### src/rtl/iir_filter_gen_pkg.sv
// Shared defaults and saturation limits for the parametrised 1st-order IIR filter.
package iir_filter_gen_pkg;

    localparam int unsigned NB_DEF   = 12;
    localparam int unsigned FRAC_DEF = 11;
    localparam int unsigned PIPE_MAX = 4;

    function automatic longint sat_max(input int unsigned nb);
        return (longint'(1) << (nb - 1)) - 1;
    endfunction

    function automatic longint sat_min(input int unsigned nb);
        return -(longint'(1) << (nb - 1));
    endfunction

endpackage

### src/rtl/iir_filter_gen_sat_trunc.sv
// Reduces an NB+2 bit signed sum to NB bits, either clipping or wrapping;
// flags any value outside the NB-bit range.
module iir_filter_gen_sat_trunc
    import iir_filter_gen_pkg::*;
#(
    parameter int unsigned NB  = NB_DEF,
    parameter int unsigned SAT = 1
) (
    input  logic signed [NB+1:0] din,
    output logic signed [NB-1:0] dout,
    output logic                 ovf
);

    localparam logic signed [NB-1:0] MAXV = NB'(sat_max(NB));
    localparam logic signed [NB-1:0] MINV = NB'(sat_min(NB));

    always_comb begin
        // In range only when the two guard bits replicate the NB-bit sign.
        ovf  = (din[NB+1:NB-1] != '0) && (din[NB+1:NB-1] != '1);
        dout = din[NB-1:0];
        if (SAT != 0 && ovf) begin
            dout = din[NB+1] ? MINV : MAXV;
        end
    end

endmodule

### src/rtl/iir_filter_gen.sv
// Direct-form-II 1st-order IIR: w[n]=x[n]-a1*w[n-1], y[n]=b0*w[n]+b1*w[n-1],
// with atomic coefficient load, sync state clear, output pipeline and sticky overflow.
module iir_filter_gen
    import iir_filter_gen_pkg::*;
#(
    parameter int unsigned NB   = NB_DEF,
    parameter int unsigned FRAC = FRAC_DEF,
    parameter int unsigned PIPE = 1,
    parameter int unsigned SAT  = 1
) (
    input  logic                 CLK,
    input  logic                 RST_n,
    input  logic signed [NB-1:0] DIN,
    input  logic                 VIN,
    input  logic signed [NB-1:0] b0,
    input  logic signed [NB-1:0] b1,
    input  logic signed [NB-1:0] a1,
    input  logic                 COEF_LD,
    input  logic                 CLR,
    output logic signed [NB-1:0] DOUT,
    output logic                 VOUT,
    output logic                 OVF
);

    localparam int unsigned SW = NB + 2;

    logic signed [NB-1:0]   c_b0, c_b1, c_a1;
    logic signed [NB-1:0]   w_prev, w_new, y_new;
    logic signed [2*NB-1:0] p_a1, p_b0, p_b1;
    logic signed [SW-1:0]   w_sum, y_sum;
    logic                   ovf_w, ovf_y;
    logic                   take;

    logic                   pv [PIPE+1];
    logic signed [NB-1:0]   pd [PIPE+1];

    assign take  = VIN && !CLR;

    assign p_a1  = c_a1 * w_prev;
    assign w_sum = SW'(DIN) - SW'(p_a1 >>> FRAC);

    iir_filter_gen_sat_trunc #(.NB(NB), .SAT(SAT)) u_sat_w (
        .din  (w_sum),
        .dout (w_new),
        .ovf  (ovf_w)
    );

    assign p_b0  = c_b0 * w_new;
    assign p_b1  = c_b1 * w_prev;
    assign y_sum = SW'(p_b0 >>> FRAC) + SW'(p_b1 >>> FRAC);

    iir_filter_gen_sat_trunc #(.NB(NB), .SAT(SAT)) u_sat_y (
        .din  (y_sum),
        .dout (y_new),
        .ovf  (ovf_y)
    );

    // Coefficients update after this edge's sample has used the old set.
    always_ff @(posedge CLK or negedge RST_n) begin
        if (!RST_n) begin
            c_b0 <= '0;
            c_b1 <= '0;
            c_a1 <= '0;
        end else if (COEF_LD) begin
            c_b0 <= b0;
            c_b1 <= b1;
            c_a1 <= a1;
        end
    end

    always_ff @(posedge CLK or negedge RST_n) begin
        if (!RST_n) begin
            w_prev <= '0;
            OVF    <= 1'b0;
        end else if (CLR) begin
            w_prev <= '0;
            OVF    <= 1'b0;
        end else if (VIN) begin
            w_prev <= w_new;
            if (ovf_w || ovf_y) begin
                OVF <= 1'b1;
            end
        end
    end

    always_ff @(posedge CLK or negedge RST_n) begin
        if (!RST_n) begin
            pv[0] <= 1'b0;
            pd[0] <= '0;
        end else begin
            pv[0] <= take;
            if (take) begin
                pd[0] <= y_new;
            end
        end
    end

    // Stage data only advances with a valid sample, so DOUT keeps the last delivered value.
    for (genvar g = 1; g <= PIPE; g++) begin : g_pipe
        always_ff @(posedge CLK or negedge RST_n) begin
            if (!RST_n) begin
                pv[g] <= 1'b0;
                pd[g] <= '0;
            end else begin
                pv[g] <= pv[g-1] && !CLR;
                if (pv[g-1] && !CLR) begin
                    pd[g] <= pd[g-1];
                end
            end
        end
    end

    assign DOUT = pd[PIPE];
    assign VOUT = pv[PIPE];

endmodule

### config.mk
export PLATFORM = sky130hd
export DESIGN_NAME = iir_filter_gen
export DESIGN_NICKNAME = d
export VERILOG_FILES = /design/src/rtl/iir_filter_gen_pkg.sv /design/src/rtl/iir_filter_gen_sat_trunc.sv /design/src/rtl/iir_filter_gen.sv
export SDC_FILE = /design/constraint.sdc
export NUM_CORES = 1
export LEC_CHECK = 0
export CORE_MARGIN = 8
export CORE_UTILIZATION = 50
export DETAILED_ROUTE_END_ITERATION = 8
export GPL_ROUTABILITY_DRIVEN = 0
export PLACE_DENSITY = 0.67
export SKIP_CTS_REPAIR_TIMING = 1
export SLEW_MARGIN = 20
export SYNTH_ARGS = -nofsm -noshare
export SYNTH_HDL_FRONTEND = slang
export SYNTH_SLANG_ARGS = --single-unit
### constraint.sdc
create_clock -name CLK -period 21 [get_ports CLK]
set_input_delay 5.25 -clock CLK [delete_from_list [all_inputs] [get_ports CLK]]
set_output_delay 5.25 -clock CLK [all_outputs]
set_load 0.02 [all_outputs]
Yosys cells after proc, flatten, opt, wreduce, memory -nomap -nowiden
Index checks and enable logic that the tools add are counted.

cells by class
  add/sub/neg operators = 2
  multipliers = 3
  equality and inequality tests = 2
  multiplexer cells = 9
  reductions and logical operators = 11

operators by type and width
  operator                               count
  multiplier 12 x 12 -> 24 bit           3
  two-way mux 12 bit                     6
  adder 13 x 13 -> 14 bit                1
  subtractor 12 x 13 -> 14 bit           1
  != test 3 bit (second input constant)  2
  nonzero test 3 bit                     2
  logical AND 1 bit                      4
  nonzero test 2 bit                     2
  two-way mux 1 bit                      3
  AND reduction 2 bit                    1
  logical NOT 1 bit                      1
  logical OR 1 bit                       1

word-level totals
  flip-flop bits (word level) = 75
  input bits = 53
  output and inout bits = 14
  logic and storage cells = 36

Depth between registers and ports, before layout
  word-level depth = 13
  gate-level depth with buffers = 60
  mapped depth without buffers = 56

Modules after synthesis
Synthesis repeated with hierarchy kept, for this count alone.

unflattened totals
  cells, all modules = 2,124
  area, all modules = 19,750.2 um^2

modules (own cells, without submodules)
  module                    instances  cells each  area each (um^2)  sequential area each (um^2)
  iir_filter_gen            1          2,038       19,244.7          1,876.8
  iir_filter_gen_sat_trunc  2          43          252.7             0.0

Worst setup path before layout
Ideal clock, no wire load.

  path kind = input-to-reg
  from = input port DIN[0]
  to = register pd[15] (netlist name)
  library setup time = 0.137 ns
  data arrival time = 13.861 ns
  data required time = 20.863 ns
  path slack = 7.002 ns
  stages = 38
  buffers on the path = 2
  path through = inv_1 > ha_1 > inv_1 > fa_1 > a211o_1 > o2111ai_1 > a31oi_1 > a211o_1 > nand3_1 > o2111ai_2 > nand3_1 > clkbuf_1 > nand3_1 > fa_1 > inv_1 > fa_1 > fa_1 > fa_1 > [2 not listed] > inv_1 > ha_1 > a21o_1 > a21oi_1 > a21boi_0 > a21o_1 > o41a_1 > or4_1 > nand3_1 > ha_1 > inv_1 > nor2_1 > a221oi_1 > nand3_1 > a311o_1 > clkbuf_1 > nand3b_1 > a21oi_1

between the ends
  longest elaborated chain between the ends = 9
  elaborated cells on any way between the ends = 13
  those cells by class = add/sub: 2; mul: 1; eq/ne: 2; mux: 4; reduce/logical: 4

ends and longest elaborated chain
  what                                                 line                            RTL
  from (decl)                                          iir_filter_gen.sv:13            input logic signed [NB-1:0] DIN,
  subtractor 12 x 13 -> 14 bit *                       iir_filter_gen.sv:40            assign w_sum = SW'(DIN) - SW'(p_a1 >>> FRAC);
  != test 3 bit or nonzero test 3 bit (tied branches)  iir_filter_gen_sat_trunc.sv:19  ovf = (din[NB+1:NB-1] != '0) && (din[NB+1:NB-1] != '1);
  logical AND 1 bit                                    iir_filter_gen_sat_trunc.sv:19
  two-way mux 12 bit *                                 iir_filter_gen_sat_trunc.sv:21  if (SAT != 0 && ovf) begin
  multiplier 12 x 12 -> 24 bit *                       iir_filter_gen.sv:48            assign p_b0 = c_b0 * w_new;
  adder 13 x 13 -> 14 bit *                            iir_filter_gen.sv:50            assign y_sum = SW'(p_b0 >>> FRAC) + SW'(p_b1 >>> FRAC);
  != test 3 bit or nonzero test 3 bit (tied branches)  iir_filter_gen_sat_trunc.sv:19
  logical AND 1 bit                                    iir_filter_gen_sat_trunc.sv:19
  two-way mux 12 bit *                                 iir_filter_gen_sat_trunc.sv:21
  to (decl)                                            iir_filter_gen.sv:35            logic signed [NB-1:0] pd [PIPE+1];

Mark *: on every way between the ends. The rest lies on a longest branch, timed or not.
A chain may end at the register's enable or synchronous reset.

Final worst setup path
  from = register w_prev[3]
  to = register OVF

between the ends
  longest elaborated chain between the ends = 12
  elaborated cells on any way between the ends = 16
  those cells by class = add/sub: 2; mul: 3; eq/ne: 2; mux: 2; reduce/logical: 7

ends and longest elaborated chain
  what                                                 line                            RTL
  from (decl)                                          iir_filter_gen.sv:28            logic signed [NB-1:0] w_prev, w_new, y_new;
  from (signal assigned)                               iir_filter_gen.sv:79            w_prev <= w_new;
  multiplier 12 x 12 -> 24 bit                         iir_filter_gen.sv:39            assign p_a1 = c_a1 * w_prev;
  subtractor 12 x 13 -> 14 bit                         iir_filter_gen.sv:40
  != test 3 bit or nonzero test 3 bit (tied branches)  iir_filter_gen_sat_trunc.sv:19
  logical AND 1 bit                                    iir_filter_gen_sat_trunc.sv:19
  two-way mux 12 bit                                   iir_filter_gen_sat_trunc.sv:21
  multiplier 12 x 12 -> 24 bit                         iir_filter_gen.sv:48
  adder 13 x 13 -> 14 bit                              iir_filter_gen.sv:50
  != test 3 bit or nonzero test 3 bit (tied branches)  iir_filter_gen_sat_trunc.sv:19
  logical AND 1 bit                                    iir_filter_gen_sat_trunc.sv:19
  logical OR 1 bit *                                   iir_filter_gen.sv:80            if (ovf_w || ovf_y) begin
  nonzero test 2 bit (no source line) *                n/a
  AND reduction 2 bit (no source line) *               n/a
  to (signal assigned)                                 iir_filter_gen.sv:74            OVF <= 1'b0;
  to (signal assigned)                                 iir_filter_gen.sv:77            OVF <= 1'b0;
  to (signal assigned)                                 iir_filter_gen.sv:81            OVF <= 1'b1;
  to (decl)                                            iir_filter_gen.sv:22            output logic OVF

Marked as above.

==> out/summary.md <==
TritonCTS built the clock tree. Maximum level of the CTS H-tree: 3. The number of antenna diodes in the final layout is 0. For the post-detailed-route DRC marker count, the log shows 0.

The number of enable-type register cells in the synthesized netlist was 0; the signed area change from the synthesized netlist to the final layout was 5.98%. For the share of synthesized area occupied by flip-flops and latches, the log shows 0.0941. The logs give 0.37 ns for the clock latency reported for the late side of the worst-skew pair and 0.239 for the tightest slew margin relative to the limit. The clock period minus final worst setup slack is 15.41 ns, and the number of buffers inserted during clock tree synthesis is 9.

The filler cells instantiated in the layout total 3,558. The logs give 0.212 for the total routing resource utilization after global routing and 2,147 for the synthesized netlist cell count. The worst register-to-register path has a setup slack of 5.59 ns. Between clock sinks in the finished design, the worst skew comes to 0.0125 ns. The multi-input combinational cells in the finished layout cover a total of 15,800 um2. Dividing the detail-routed via count by the number of cells gives 5.42. Timing would allow up to 64.9 MHz. In the synthesized netlist the dominant register cell turns out to be dfrtp_1. Leaving out fill and tap cells, the most frequent cells in the layout are inv_1, fa_1, nand2_1, ha_1, and2_1. Across all hold checks on the routed design, the worst slack comes to 0.508 ns. Summing all flip-flop and latch instances after layout gives 1880 um2. The die is 216 um tall. After synthesis, the mean cell area works out to 9.29 um2. The tools report the initial antenna violation count as 0. The run finished with clean final reports. The global-route wire length before repair was 79,800 um. The multiplexer share of the synthesized area came out at 0.0276. The count of buffers added on input and output ports is 66. The logs give 0.504 for the starting utilization of the core area and 109 for the maximum number of pins on one net before global-route repair. The tool flagged a number of max-cap violations equal to 0.

The total count of max-transition violations in the final report was 0; the path depth of the worst reg2reg path was 51. The share of the clock period used by the worst path is 0.734, and the clock net sink count is 75. For this block, the via count after detailed routing is 14,400. The summed negative setup slack over all endpoints was 0 ns. The number of top-level pins was 67. In this run the remaining antenna-violating nets after routing total 0. The total area inside the core boundary comes to 39,500 um2.

The residual overflow from global routing is 0. Of all nets on the critical path, the largest fanout is 108. The final wirelength came out at 47,400 um.

On the critical path, the stage with the largest delay is an instance of dfrtp_1. In this run the most critical hold path is launched from DOUT[2]. The peak per-stage delay on the critical path is 0.96 ns, and the first-iteration detailed-routing DRC count is 976. The number of stages on the worst hold path is 1, and the number of nets produced by synthesis is 2,780. The tools report the worst-case hold path end point as DOUT[2].

The required time of the worst setup path is 21.26 ns, and the share of cells above drive strength 1 is 0.0461. Summed over all nets, the half-perimeter wirelength after detailed placement is 37,700 um. The run gives 6 as the length of the first detailed-routing pass in iterations. Reg-to-reg startpoint: w_prev[3].

Dividing the detail-routed wire length by the instance count gives 17.9 um. The path class of the tightest hold or removal check is reg -> reg. The die covers 46,500 um2. The mapped netlist covers 19,900 um2.

The clock passes through at most 2 buffers. The run gives 0 as the hold violation count in the final report. The cell chosen for the clock root was clkbuf_16. Setup repair after global routing left no endpoint under its margin.

For the pin with the worst max-slew slack, the measured transition is 1.14 ns. The endpoint identified for the worst register-to-register timing path is OVF. The fraction of registers with async set or reset after synthesis came out at 1.00. The worst setup path is launched from a flip-flop. During synthesis, Yosys emitted a total of 0 warnings. The compound-cell area share of the yosys netlist is 0.0694.

The library cell used most frequently in the layout, excluding fill and tap cells, is inv_1. The xor/xnor share of the synthesized area is 0.0329. In this run, synthesis produced a sequential element count of 75. From left edge to right edge, the die measures 216 um.

At the worst endpoint, the arrival time is 15.66 ns. STA classifies the critical path endpoint as a flip-flop. The simple-gate portion of the synthesized area was 0.146.

After synthesis, the largest family of logic cells by area is adder cells. The tools report the number of core rows as 73. In this run, distinct cell masters in the synthesized netlist total 69. Via count of the first global-routing pass: 15,700. Kind of critical path: reg -> reg. The clock slew seen by the registers of the worst setup and hold paths was 0.07 ns; the final-report setup violation count was 0. The tools report the total number of nets in the final design as 2,754.

Post-synthesis share of cell area spent on full adders, half adders and majority gates: 0.518. The cell repeated most along the worst path is fa_1.
synthesized netlist by cell type (9+ instances only):
master / instances / area, um2
ha_1: 170 / 2130
mux2_2: 48 / 541
a21o_1: 14 / 105
nor2b_1: 10 / 62.6
dfrtp_1: 75 / 1880
o21a_1: 18 / 135
buf_4: 12 / 90.1
and2_1: 97 / 607
clkbuf_1: 89 / 334
xnor2_1: 57 / 499
nand4_1: 12 / 75.1
and3_1: 65 / 407
nand2_1: 196 / 736
nand2b_1: 21 / 131
nand3_1: 70 / 350
o21ai_0: 37 / 185
a21oi_1: 44 / 220
a21boi_0: 16 / 120
inv_1: 469 / 1760
nor2_1: 80 / 300
a31o_2: 9 / 78.8
fa_1: 410 / 8210
xor2_1: 18 / 158
nor3_1: 12 / 60.1
final cells by class:
type,instances,area share
multi-input cells,1492,0.750
repair buffers,74,0.0339
flip-flops and latches,75,0.0888
clock buffers,9,0.0107
well taps,525,0.0311
inverters,469,0.0833
clock inverters,7,0.00272
worst max-delay path by stage:
stage	from	end	slack (ns)
final	w_prev[3]	OVF	5.59
after global routing	w_prev[3]	OVF	4.58
after CTS	w_prev[3]	OVF	5.56
after detailed placement	w_prev[3]	OVF	5.56
after global placement	DIN[0]	OVF	5.97
after floorplan	DIN[0]	pd[15]	7.00
registers in the layout, indices dropped and copies added, names as in the netlist:
name / count
DOUT: 12
c_a1: 12
c_b0: 12
c_b1: 12
pd: 12
w_prev: 12
OVF: 1
VOUT: 1
pv: 1
routing by layer:
metal / vias to the layer above / part of all wire / wire (um) / track usage
met3: 96 / 0.052 / 2460 / 0.0287
met1: 7284 / 0.42 / 19800 / 0.271
met2: 439 / 0.49 / 23200 / 0.359
li1: 6557 / - / - / -
met4: 0 / 0.040 / 1900 / 0.0908
met5: - / 0 / 0 / 0
worst max-delay path, delay by kind of cell (launching register included):
kind                       cells  cell delay (ns)
buffers and inverters          8             1.31
DFF                            1             0.96
xor gates and xnor gates       1             0.22
adders and majority gates     14             6.36
and+or+nand+nor               11             2.07
AOI/OAI and AO/OA             17             4.32
kinds of logic (layout without fill, tap and decap cells):
logic type / after synthesis / after routing
xor gates and xnor gates: 75 / 75
adders and majority gates: 580 / 580
AOI/OAI and AO/OA: 201 / 201
DFF: 75 / 75
and+or+nand+nor: 587 / 587
buffers and inverters: 580 / 559
muxes: 49 / 49
stage by stage:
stage	utilization	cell area (um2)	std cells	setup WS, ns
6_report	0.535	21100	2651	5.59
5_1_grt	0.535	21100	2651	4.58
4_1_cts	0.534	21100	2651	5.56
3_5_place_dp	0.527	20900	2635	5.56
3_3_place_gp	0.527	20900	2635	5.97
2_1_floorplan	-	19900	2147	7.00
Power is not shown: default switching activity piles up to over one toggle a cycle in this logic, so the estimate is an artifact.
